$ cat config.mk
export PLATFORM = sky130hd
export DESIGN_NAME = mul_share_arbiter_flat
export DESIGN_NICKNAME = d
export VERILOG_FILES = /design/src/rtl/mul_share_arbiter_if.sv /design/src/rtl/mul_share_arbiter.sv /design/src/flat_wrapper.sv
export SDC_FILE = /design/constraint.sdc
export NUM_CORES = 1
export LEC_CHECK = 0
export BUFFER_PORTS_ARGS = -buffer_cell sky130_fd_sc_hd__buf_2
export CAP_MARGIN = 20
export CORE_AREA = 2 2 69 71
export DETAILED_ROUTE_END_ITERATION = 6
export DIE_AREA = 0 0 71 73
export PLACE_DENSITY_LB_ADDON = 0.08
export SLEW_MARGIN = 10
export SYNTH_ARGS = -nofsm -noshare
export SYNTH_HDL_FRONTEND = slang
export SYNTH_SLANG_ARGS = --single-unit
$ cat constraint.sdc
create_clock -name clk -period 2 [get_ports clk]
set_input_delay 0 -clock clk [delete_from_list [all_inputs] [get_ports clk]]
set_output_delay 0 -clock clk [all_outputs]
set_load 0.005 [all_outputs]
$ cat src/rtl/mul_share_arbiter_if.sv
// Request/response bundle for mul_share_arbiter, plus the operand/product link
// to the shared multiplier.
interface mul_share_arbiter_if #(
    parameter int NREQ = 4,
    parameter int W    = 4
);
    localparam int IDW = $clog2(NREQ);

    logic [NREQ-1:0]   req_valid;
    logic [NREQ*W-1:0] req_a;
    logic [NREQ*W-1:0] req_b;
    logic [NREQ-1:0]   req_ready;
    logic [W-1:0]      mul_a;
    logic [W-1:0]      mul_b;
    logic [2*W-1:0]    mul_p;
    logic              rsp_valid;
    logic [IDW-1:0]    rsp_id;
    logic [2*W-1:0]    rsp_data;
    logic              rsp_ready;
    logic [15:0]       op_count;

    modport slave (
        input  req_valid, req_a, req_b, mul_p, rsp_ready,
        output req_ready, mul_a, mul_b, rsp_valid, rsp_id, rsp_data, op_count
    );

    modport master (
        output req_valid, req_a, req_b, mul_p, rsp_ready,
        input  req_ready, mul_a, mul_b, rsp_valid, rsp_id, rsp_data, op_count
    );
endinterface

$ cat src/rtl/mul_share_arbiter.sv
// Round-robin time-sharing of one combinational multiplier among NREQ requesters;
// one operation in flight, product returned with the owning requester index.
module mul_share_arbiter #(
    parameter int NREQ = 4,
    parameter int W    = 4
) (
    input  logic clk,
    input  logic rst,
    mul_share_arbiter_if.slave bus
);
    localparam int IDW = $clog2(NREQ);

    typedef enum logic [1:0] {
        IDLE = 2'd0,
        EXEC = 2'd1,
        RESP = 2'd2
    } state_t;

    state_t          state_reg, state_next;
    logic [IDW-1:0]  ptr_reg;
    logic [IDW-1:0]  id_reg;
    logic [IDW-1:0]  grant_idx;
    logic [IDW:0]    cand;
    logic            grant_found;
    logic            accept;
    logic [NREQ-1:0] ready_vec;
    logic [W-1:0]    a_arr [NREQ];
    logic [W-1:0]    b_arr [NREQ];

    logic [W-1:0]    mul_a_reg;
    logic [W-1:0]    mul_b_reg;
    logic            rsp_valid_reg;
    logic [IDW-1:0]  rsp_id_reg;
    logic [2*W-1:0]  rsp_data_reg;
    logic [15:0]     op_count_reg;

    for (genvar gi = 0; gi < NREQ; gi++) begin : g_unpack
        assign a_arr[gi] = bus.req_a[gi*W +: W];
        assign b_arr[gi] = bus.req_b[gi*W +: W];
    end

    // Walk offsets from farthest to nearest so the requester closest after ptr wins.
    always_comb begin
        grant_found = 1'b0;
        grant_idx   = '0;
        cand        = '0;
        for (int k = NREQ; k >= 1; k--) begin
            cand = {1'b0, ptr_reg} + (IDW+1)'(k);
            if (cand >= (IDW+1)'(NREQ)) begin
                cand = cand - (IDW+1)'(NREQ);
            end
            if (bus.req_valid[cand[IDW-1:0]]) begin
                grant_found = 1'b1;
                grant_idx   = cand[IDW-1:0];
            end
        end
    end

    always_ff @(posedge clk) begin
        if (rst) begin
            state_reg <= IDLE;
        end else begin
            state_reg <= state_next;
        end
    end

    always_comb begin
        state_next = state_reg;
        case (state_reg)
            IDLE:    if (accept) state_next = EXEC;
            EXEC:    state_next = RESP;
            RESP:    if (bus.rsp_ready) state_next = IDLE;
            default: state_next = IDLE;
        endcase
    end

    always_comb begin
        ready_vec = '0;
        if (!rst && state_reg == IDLE && grant_found) begin
            ready_vec[grant_idx] = 1'b1;
        end
    end

    assign accept = |(bus.req_valid & ready_vec);

    always_ff @(posedge clk) begin
        if (rst) begin
            ptr_reg       <= IDW'(NREQ - 1);
            id_reg        <= '0;
            mul_a_reg     <= '0;
            mul_b_reg     <= '0;
            rsp_valid_reg <= 1'b0;
            rsp_id_reg    <= '0;
            rsp_data_reg  <= '0;
            op_count_reg  <= '0;
        end else begin
            case (state_reg)
                IDLE: begin
                    if (accept) begin
                        mul_a_reg <= a_arr[grant_idx];
                        mul_b_reg <= b_arr[grant_idx];
                        id_reg    <= grant_idx;
                        ptr_reg   <= grant_idx;
                    end
                end
                EXEC: begin
                    rsp_data_reg  <= bus.mul_p;
                    rsp_id_reg    <= id_reg;
                    rsp_valid_reg <= 1'b1;
                end
                RESP: begin
                    if (bus.rsp_ready) begin
                        rsp_valid_reg <= 1'b0;
                        op_count_reg  <= op_count_reg + 16'd1;
                    end
                end
                default: ;
            endcase
        end
    end

    assign bus.req_ready = ready_vec;
    assign bus.mul_a     = mul_a_reg;
    assign bus.mul_b     = mul_b_reg;
    assign bus.rsp_valid = rsp_valid_reg;
    assign bus.rsp_id    = rsp_id_reg;
    assign bus.rsp_data  = rsp_data_reg;
    assign bus.op_count  = op_count_reg;
endmodule

$ cat src/flat_wrapper.sv
// flat-port wrapper written by rule: the top's interface ports become plain ports
module mul_share_arbiter_flat 
#(
    parameter int NREQ = 4,
    parameter int W    = 4
)
  (clk, rst, bus_req_valid, bus_req_a, bus_req_b, bus_mul_p, bus_rsp_ready, bus_req_ready, bus_mul_a, bus_mul_b, bus_rsp_valid, bus_rsp_id, bus_rsp_data, bus_op_count);
  mul_share_arbiter_if #(.NREQ(NREQ), .W(W)) bus_i ();
  input  logic clk;
  input  logic rst;
  input wire logic [$bits(bus_i.req_valid)-1:0] bus_req_valid;
  input wire logic [$bits(bus_i.req_a)-1:0] bus_req_a;
  input wire logic [$bits(bus_i.req_b)-1:0] bus_req_b;
  input wire logic [$bits(bus_i.mul_p)-1:0] bus_mul_p;
  input wire logic [$bits(bus_i.rsp_ready)-1:0] bus_rsp_ready;
  output wire logic [$bits(bus_i.req_ready)-1:0] bus_req_ready;
  output wire logic [$bits(bus_i.mul_a)-1:0] bus_mul_a;
  output wire logic [$bits(bus_i.mul_b)-1:0] bus_mul_b;
  output wire logic [$bits(bus_i.rsp_valid)-1:0] bus_rsp_valid;
  output wire logic [$bits(bus_i.rsp_id)-1:0] bus_rsp_id;
  output wire logic [$bits(bus_i.rsp_data)-1:0] bus_rsp_data;
  output wire logic [$bits(bus_i.op_count)-1:0] bus_op_count;
  assign bus_i.req_valid = bus_req_valid;
  assign bus_i.req_a = bus_req_a;
  assign bus_i.req_b = bus_req_b;
  assign bus_i.mul_p = bus_mul_p;
  assign bus_i.rsp_ready = bus_rsp_ready;
  assign bus_req_ready = bus_i.req_ready;
  assign bus_mul_a = bus_i.mul_a;
  assign bus_mul_b = bus_i.mul_b;
  assign bus_rsp_valid = bus_i.rsp_valid;
  assign bus_rsp_id = bus_i.rsp_id;
  assign bus_rsp_data = bus_i.rsp_data;
  assign bus_op_count = bus_i.op_count;
  mul_share_arbiter #(.NREQ(NREQ), .W(W)) u_core (.clk(clk), .rst(rst), .bus(bus_i));
endmodule
# Yosys cells after proc, flatten, opt, wreduce, memory -nomap -nowiden
# Cells that the tools add are included.
# classes
addsub	9
n_lt_le_gt_ge	11
n_eq_ne	4
muxes	34
bitwise_logic	2
n_reduce_logical	11
# op_table
operator	n
2-bit 2-to-1 mux	10
4-bit 2-to-1 mux	5
16-bit by 1-bit adder with 16-bit output, second input constant	1
4-bit binary-select mux with 2-bit select	2
3-bit greater-or-equal comparator, second input constant	5
2-bit by 3-bit less-than comparator with 1-bit output, second input constant	5
1-bit 2-to-1 mux	10
1-bit binary-select mux with 2-bit select	4
2-bit AND reduction	4
2-bit by 1-bit subtractor with 2-bit output, second input constant	4
2-bit by 2-bit adder with 3-bit output, second input constant	2
2-bit one-hot mux with 3 select lines	1
4-bit bitwise AND	1
4-bit OR reduction	1
2-bit by 1-bit adder with 3-bit output, second input constant	1
2-bit by 3-bit adder with 3-bit output, second input constant	1
1-bit logical AND	3
2-bit NOT with 3-bit output	1
1-bit demux with 2-bit select	1
2-bit by 1-bit equality test with 1-bit output, second input constant	1
2-bit equality test, second input constant	1
2-bit by 1-bit greater-or-equal comparator with 1-bit output, second input constant	1
2-bit zero test	1
2-bit by 1-bit inequality test with 1-bit output, second input constant	1
other kinds (4)	4
# totals
regBits	41
input_bits	47
word_cells	80

# Logic depth before layout (Yosys ltp)
# Gate-level depths: netlist of the first run.
# depth
ltp_word	18
mapped_depth	8
ltp_nobuf	6

# Least setup slack after synthesis of the first run
# OpenSTA, ideal clock, no wires.
# synth_path
kind	reg-to-reg
from	register u_core.state_reg[0]
to	register u_core.mul_a_reg[3] (netlist: u_core.bus.mul_a[3])
setup_time_ns	0.138
arrival_time_ns	1.539
required_time_ns	1.862
path_slack_ns	0.324
stages_incl_launch_ff	8
cell_sequence	dfxtp_1 or4_1 buf_2 inv_2 nand3_2 buf_6 a221oi_1 a211oi_1
# synth_between
elab_chain_len	7
# synth_lines
item	line	source
start: declaration	mul_share_arbiter.sv:19	state_t state_reg, state_next;
start signal: assignment	mul_share_arbiter.sv:63	state_reg <= state_next;
2-bit zero test *	mul_share_arbiter.sv:79, mul_share_arbiter.sv:97	
1-bit logical AND (2 in a row)	mul_share_arbiter.sv:79	if (!rst && state_reg == IDLE && grant_found) begin
4-bit 2-to-1 mux	mul_share_arbiter.sv:79	
4-bit bitwise AND	mul_share_arbiter.sv:84	assign accept = |(bus.req_valid & ready_vec);
4-bit OR reduction	mul_share_arbiter.sv:84	
2-bit AND reduction (no source line) *	n/a	
end signal: assignment	mul_share_arbiter.sv:100	mul_a_reg <= a_arr[grant_idx];
end: declaration	mul_share_arbiter.sv:30	logic [W-1:0] mul_a_reg;
# Every way passes the cells marked *; elsewhere a longest branch is shown, timed or not.
# A chain may end at the register's enable or synchronous reset.

# Worst setup path after layout of the first run
# layout_path
from	register u_core.ptr_reg[1]
to	output port bus_req_ready[3]
# layout_between
elab_chain_len	14
word_cells_on_any_way	39
# layout_lines
item	line	source
start: declaration	mul_share_arbiter.sv:20	logic [IDW-1:0] ptr_reg;
start signal: assignment	mul_share_arbiter.sv:88	ptr_reg <= IDW'(NREQ - 1);
start signal: assignment	mul_share_arbiter.sv:103	ptr_reg <= grant_idx;
2-bit by 3-bit adder with 3-bit output	mul_share_arbiter.sv:48	cand = {1'b0, ptr_reg} + (IDW+1)'(k);
3-bit greater-or-equal comparator or 2-bit by 1-bit subtractor with 2-bit output (tied branches)	mul_share_arbiter.sv:49, mul_share_arbiter.sv:50	
2-bit 2-to-1 mux	mul_share_arbiter.sv:49	if (cand >= (IDW+1)'(NREQ)) begin
1-bit binary-select mux with 2-bit select	mul_share_arbiter.sv:52	if (bus.req_valid[cand[IDW-1:0]]) begin
1-bit 2-to-1 mux (implied by the code)	mul_share_arbiter.sv:52	
2-bit 2-to-1 mux (4 in a row)	mul_share_arbiter.sv:52	
2-bit by 3-bit less-than comparator with 1-bit output (implied by the code) or 2-bit by 1-bit greater-or-equal comparator with 1-bit output (tied branches)	mul_share_arbiter.sv:80	ready_vec[grant_idx] = 1'b1;
1-bit logical AND (implied by the code)	mul_share_arbiter.sv:80	
1-bit 2-to-1 mux (implied by the code)	mul_share_arbiter.sv:80	
1-bit demux with 2-bit select	n/a	
4-bit 2-to-1 mux *	mul_share_arbiter.sv:79	
end: declaration	flat_wrapper.sv:16	output wire logic [$bits(bus_i.req_ready)-1:0] bus_req_ready;
# Every way passes the cells marked *; elsewhere a longest branch is shown, timed or not. The select of a mux whose other input is x is not followed.

==> reports/qor.txt, run 1 <==
RSZ-0062 raised after global routing - no
Total GRT Usage - 17.88%
Yosys Warn Count - 0
Maximum VDD drop - 295.1 uV
Seq/Total Area, Yosys - 40.64%
Synthesized flop and latch total - 41
Synth Area in Compound Gates - 19.08%
DR iter-0 viols - 86
Final Setup Violations - 0
Max-slew headroom - 59.02%
Fill count - 442
HP Class - input port to flop
Layout cells sized above 1 - 34.55%
Port Buffer Count - 85
Ys async rst share - 0%
Core Region - 4536 sq um
Clock Sinks - 41
Post-synth EDFFs - 0
Critical path depth - 5
Hold slack - 0.01388 ns
GPL Wtd Cong - 0.7409
Final min period - 1.888 ns
CTS buffer count - 5
Synth Area in Simple Gates - 23.61%
Worst EP arrival - 1.89 ns
Mapped Area - 2019 sq um
DIE WIDTH - 71 um
Adder-Cell Fraction of Synth Area - 0.6196%
Largest family of logic cells by synthesized area - simple AND/OR/NAND/NOR gates
Critical Path Start Type - flop
Synth Area in XOR/XNOR - 5.204%
CTS Root Cell - clkbuf_8
Synth Flop Type - dfxtp_1
Register-to-Register Setup Slack - 0.19 ns
Worst r2r dst - u_core.bus.mul_a[3]$_SDFFE_PP0P_
Largest net degree at the start of global routing - 41
Fmax - 529.5 MHz
CP top delay family - simple AND/OR/NAND/NOR gates
Post-synth net total - 283
Num ports - 86
Clock transition at path regs - 0.07 ns
Crit share post-route - 94.42%
Sequence of cells on the critical path - or3b_1 -> o21ai_4 -> a21o_4 -> nor2b_1 -> buf_2
Reg2Reg Depth - 5
Synth unique cells - 43
Worst-case clock skew - 0.002642 ns
Worst path bufs/invs - 1
Ant diodes - 0
Clk buf depth - 2
H-tree levels - 2
Leakage - 0.001266 uW
Slowest CP cell - or3b_1
Max-cap violations - 0
Drt total wl - 4726 um
Post-DP HPWL - 3309 um
Power per cell area - 691.3 nW/um^2
Post-layout nets - 377
Max stage delay on crit path - 0.56 ns
Initial antenna violation count - 0
Total global routing overflow - 0
Critical Path Start - u_core.ptr_reg[1]$_SDFFE_PP1P_
Setup TNS - 0 ns
# DRC - 0
Slew @ Worst Pin - 0.6135 ns
Crit Path Max Fanout - 21
Die area - 5183 sq um
Mux contribution to synthesized area - 4.957%
Worst r2r src - u_core.ptr_reg[1]$_SDFFE_PP1P_
Syn_area_per_cell - 8.593 sq um
CTS tree - done
Critical path capture point type - output pin
Worst-skew pair later-pin latency - 0.28 ns
DRT Pass-1 Iters - 4
Via count - 1893
Avg WL per Cell - 12.31 um
Vias in the first global route - 1676
Util after Layout - 58.65%
ANT nets after route - 0
# rows - 25
First-pass GRT wire length - 7514 um
Worst Path Required - 2.00 ns
Status - complete, no violations
Endpoints failing hold - 0
Post-synthesis cell count - 235
DR vias/cell - 4.930
Area Overhead vs Synth - 31.72%
Largest register FFs - 16
Crit path kind - flop to output pin
CP endpoint - bus_req_ready[3]
Max-slew violations - 0
DIE HEIGHT - 73 um
Initial Util - 44.52%
-- cell families (layout without fill, tap and decap cells) --
family,count (synthesis),count (layout)
and+or+nand+nor,101,101
adders and majority gates,1,1
DFF,41,41
AOI/OAI and AO/OA,52,52
xor gates and xnor gates,12,12
muxes,10,10
buffers and inverters,18,113
-- worst min-delay path by stage --
stage	start	to	slack, ns	cells after the start
6_report	bus_rsp_ready	u_core.state_reg[1]$_SDFFE_PP0P_	0.01	3
5_1_grt	bus_rsp_ready	u_core.state_reg[1]$_SDFFE_PP0P_	0.04	3
4_1_cts	bus_rsp_ready	u_core.state_reg[1]$_SDFFE_PP0P_	0.003	3
3_5_place_dp	bus_mul_p[6]	u_core.bus.rsp_data[6]$_SDFFE_PP0P_	0.25	3
3_3_place_gp	bus_mul_p[0]	u_core.bus.rsp_data[0]$_SDFFE_PP0P_	0.24	3
2_1_floorplan	bus_mul_p[0]	u_core.bus.rsp_data[0]$_SDFFE_PP0P_	0.14	2
-- per-stage QoR --
step / instances / setup WS [ns] / power, uW / cell area, sq um
after global placement: 365 / 0.2454 / 1243 / 2442
final: 384 / 0.1115 / 1839 / 2660
after detailed placement: 365 / 0.1830 / 1247 / 2442
after CTS: 381 / 0.03719 / 1853 / 2631
after global routing: 384 / 0.004071 / 1938 / 2660
after floorplan: 235 / 0.3236 / 1137 / 2019
-- placed cells by master (no fill, tap or decap), drive strengths merged --
cell type     n
a211oi        8
a21o          1
a21oi        18
a221oi        8
a22o          1
a31oi         1
and2          1
and2b         1
and3          2
and3b         1
and4          1
buf          92
clkbuf        7
clkinv        1
dfxtp        41
dlygate4sd3   8
ha            1
inv           5
mux2i        10
nand2        40
nand2b        2
nand3         4
nand4         3
nor2         27
nor2b         4
nor3          7
nor3b         1
nor4          1
o21a          1
o21ai         5
o21bai        9
or3           3
or3b          2
or4           1
xnor2         7
xor2          5
-- cell usage after synthesis (all sizes together), types with 2 or more instances --
library cell	number	area [sq um]
o21ai	5	36.29
or3	3	18.77
buf	7	77.57
nor2b	4	25.02
or3b	2	17.52
nand2	40	150.1
a21oi	18	93.84
o21bai	9	67.56
a221oi	8	88.83
xor2	5	43.79
mux2i	10	100.1
dfxtp	41	820.8
nand3	4	25.02
xnor2	7	61.31
nand4	3	25.02
nor3	7	35.03
a211oi	8	60.06
and3	2	12.51
nand2b	2	12.51
clkbuf	6	22.52
inv	5	18.76
nor2	27	101.4
-- where the power goes --
group	switching (uW)	internal (uW)
clock network	273	312
registers	32.8	865
logic	184	172
total	490	1350
-- worst register-to-register path, stage by stage, from the launching register on --
cell,delay [ns]
dfxtp_1,0.36
or3b_1,0.56
o21ai_4,0.11
a21o_4,0.27
a221oi_1,0.15
a211oi_1,0.27
-- metal layers --
metal | vias up | track usage, % | part of all wire, %
met5 | - | 0 | 0
met4 | 0 | 5.241 | 0.72
met3 | 2 | 4.144 | 5.8
met2 | 54 | 30.63 | 47
met1 | 834 | 22.51 | 46
li1 | 1003 | - | -
-- repair_timing --
| item | CTS | global route |
|---|---|---|
| cloned | 0 | 0 |
| gates resized for setup | 1 | 3 |
| hold buffers | 8 | 0 |
| pin swaps | 0 | 1 |
| setup buffers | 0 | 3 |
| endpoints found under the hold margin | 8 | 0 |
| setup endpoints to repair | 2 | 3 |
-- final cells by class --
| type | count | area [sq um] | area share, % |
|---|---|---|---|
| Multi-Input combinational cell | 176 | 1094 | 41.11 |
| Sequential cell | 41 | 820.8 | 30.86 |
| Timing Repair Buffer | 100 | 558.0 | 20.98 |
| Clock buffer | 7 | 96.34 | 3.622 |
| Tap cell | 54 | 67.56 | 2.540 |
| Inverter | 5 | 18.77 | 0.7056 |
| Clock inverter | 1 | 5.005 | 0.1881 |
No activity file was read; power rests on OpenSTA's default activity.
==> inputs of run 2 (changes only) <==
CORE_AREA = 2 2 70 72   (was 2 2 69 71)
DIE_AREA = 0 0 72 74   (was 0 0 71 73)
==> run 2 against run 1 <==
Against the previous run:
- utilization shrank 1.0 points
- clock power is 11% lower
- cell count did not move
- critical path depth unchanged
- hold slack better by 0.0060 ns
- via count grew 0.26%
- flip-flop and latch count unchanged
- sequential share of layout area increased by 0.13 points
- count of clock-buffer cells in the layout is 2 lower
- critical path type unchanged
- critical endpoint unchanged
- design area is 0.42% lower
==> reports/qor.txt, run 2 (synthesis gave the netlist of run 1 again) <==
Initial Util - 43.92% (-0.61 points)
Drt total wl - 4575 um (-3.2%)
First-pass GRT wire length - 7314 um (-2.7%)
Largest register FFs - 16 (unchanged)
Clk buf depth - 2 (unchanged)
Most frequent cells in the layout - buf_2, dfxtp_1, nand2_1, nor2_1, a21oi_1
# rows - 25 (unchanged)
Status - complete, no violations
Worst-skew pair later-pin latency - 0.29 ns (about the same)
Avg WL per Cell - 11.91 um (-3.2%)
Register-to-Register Setup Slack - 0.29 ns (+0.10 ns)
Initial antenna violation count - 0 (unchanged)
Met1 wire length - 2154 um (-1.5%)
Area Overhead vs Synth - 31.16%
Worst Path Required - 2.00 ns (about the same)
Critical path capture point type - output pin
Via count - 1898 (+0.26%)
Ant diodes - 0 (unchanged)
Worst EP arrival - 1.85 ns (-0.04 ns)
Die area - 5328 sq um (+2.8%)
Clock Sinks - 41 (unchanged)
GPL Wtd Cong - 0.7756 (+4.7%)
Clock transition at path regs - 0.08 ns (about the same)
Num ports - 86 (unchanged)
CTS tree - done
DR iter-0 viols - 42 (-51%)
Crit path kind - flop to output pin
Endpoints failing hold - 0 (unchanged)
Met2 WL - 2096 um (-6.1%)
Slew @ Worst Pin - 0.6338 ns (+0.02032 ns)
Setup TNS - 0 ns (unchanged)
Post-DP HPWL - 3273 um (-1.1%)
CTS buffer count - 5 (unchanged)
Total GRT Usage - 17.56% (-0.32 points)
Max-slew headroom - 57.66% (-1.4 points)
Post-layout nets - 377 (unchanged)
Top layer in use - met4
DIE WIDTH - 72 um (+1.4%)
Fill count - 437 (-1.1%)
Port Buffer Count - 85 (unchanged)
Maximum VDD drop - 259.4 uV (-12%)
DIE HEIGHT - 74 um (+1.4%)
Util after Layout - 57.61% (-1.0 points)
Vias in the first global route - 1625 (-3.0%)
Total global routing overflow - 0 (unchanged)
HP Class - input port to flop
Leakage - 0.001256 uW (-0.81%)
DR vias/cell - 4.943 (+0.26%)
Met3 wire length - 251 um (-8.1%)
RSZ-0062 raised after global routing - no
Final min period - 1.847 ns (-0.04119 ns)
Worst-case clock skew - 0.002796 ns (+0.0001540 ns)
Core Region - 4598 sq um (+1.4%)
Critical Path Start Type - flop
ANT nets after route - 0 (unchanged)
Largest net degree at the start of global routing - 41 (unchanged)
Max-cap violations - 0 (unchanged)
CTS Root Cell - clkbuf_8
# DRC - 0 (unchanged)
DRT Pass-1 Iters - 4 (unchanged)
Final Setup Violations - 0 (unchanged)
Commonest non-fill, non-tap cell in the layout - buf_2
Crit share post-route - 92.37% (-2.1 points)
H-tree levels - 2 (unchanged)
Fmax - 541.3 MHz (+2.2%)
Layout cells sized above 1 - 34.24% (-0.30 points)
Max-slew violations - 0 (unchanged)
Power per cell area - 669.5 nW/um^2 (-3.2%)
Crit Path Max Fanout - 21 (unchanged)
run 2: changes by cell type in the layout (fill, tap and decap cells not counted), sizes merged:
cell	change
clkbuf	-2
clkinvlp	+1
clkinv	+1
run 2: power breakdown:
group / internal, uW / switching [uW]
sequential: 865 / 32.0
combinational: 171 / 183
clock: 241 / 281
total: 1280 / 497
run 2: area by class of cell:
type	instances	area, sq um	area share, %
inverter	5	18.77	0.7085
timing repair buffer	100	558.0	21.07
multi-input combinational	176	1097	41.43
clock buffer	5	68.82	2.598
clock inverter	3	17.52	0.6613
tap	54	67.56	2.551
sequential	41	820.8	30.99
run 2: what timing repair did:
| item | 4_1_cts | 5_1_grt |
|---|---|---|
| buffers inserted | 0 | 3 |
| hold buffers | 8 | 0 |
| resized for setup | 1 | 3 |
| endpoints found under the setup margin | 2 | 3 |
| endpoints found under the hold margin | 8 | 0 |
| pin swaps | 0 | 1 |
run 2: worst max-delay path, stage by stage, from the launching register on:
cell	delay, ns
dfxtp_1	0.36
or3b_4	0.48
o21ai_4	0.08
a21o_4	0.27
nor2b_1	0.22
buf_2	0.14
run 2: path summary, 6_finish.rpt:
check	cells past startpoint	from	endpoint
max	5	u_core.ptr_reg[1]$_SDFFE_PP1P_	bus_req_ready[3]
min	3	bus_rsp_ready	u_core.state_reg[1]$_SDFFE_PP0P_
max reg2reg	5	u_core.ptr_reg[1]$_SDFFE_PP1P_	u_core.bus.mul_a[1]$_SDFFE_PP0P_
min reg2reg	2	u_core.bus.rsp_data[1]$_SDFFE_PP0P_	u_core.bus.rsp_data[1]$_SDFFE_PP0P_
run 2: stage by stage:
step | area, sq um | hold WS, ns | total power [uW] | setup WS, ns | std cells
final | 2649 | 0.01987 | 1773 | 0.1527 | 384
after detailed placement | 2442 | 0.2473 | 1243 | 0.2173 | 365
after floorplan | 2019 | 0.1360 | 1137 | 0.3236 | 235
after CTS | 2616 | 0.009228 | 1785 | 0.01980 | 381
after global routing | 2649 | 0.03455 | 1872 | 0.04978 | 384
after global placement | 2442 | 0.2434 | 1242 | 0.2161 | 365
run 2: metal layers:
metal / track usage, % / up-vias
li1: - / 1000
met4: 6.918 / 0
met1: 21.33 / 833
met3: 4.201 / 6
met2: 30.25 / 59
met5: 0 / -
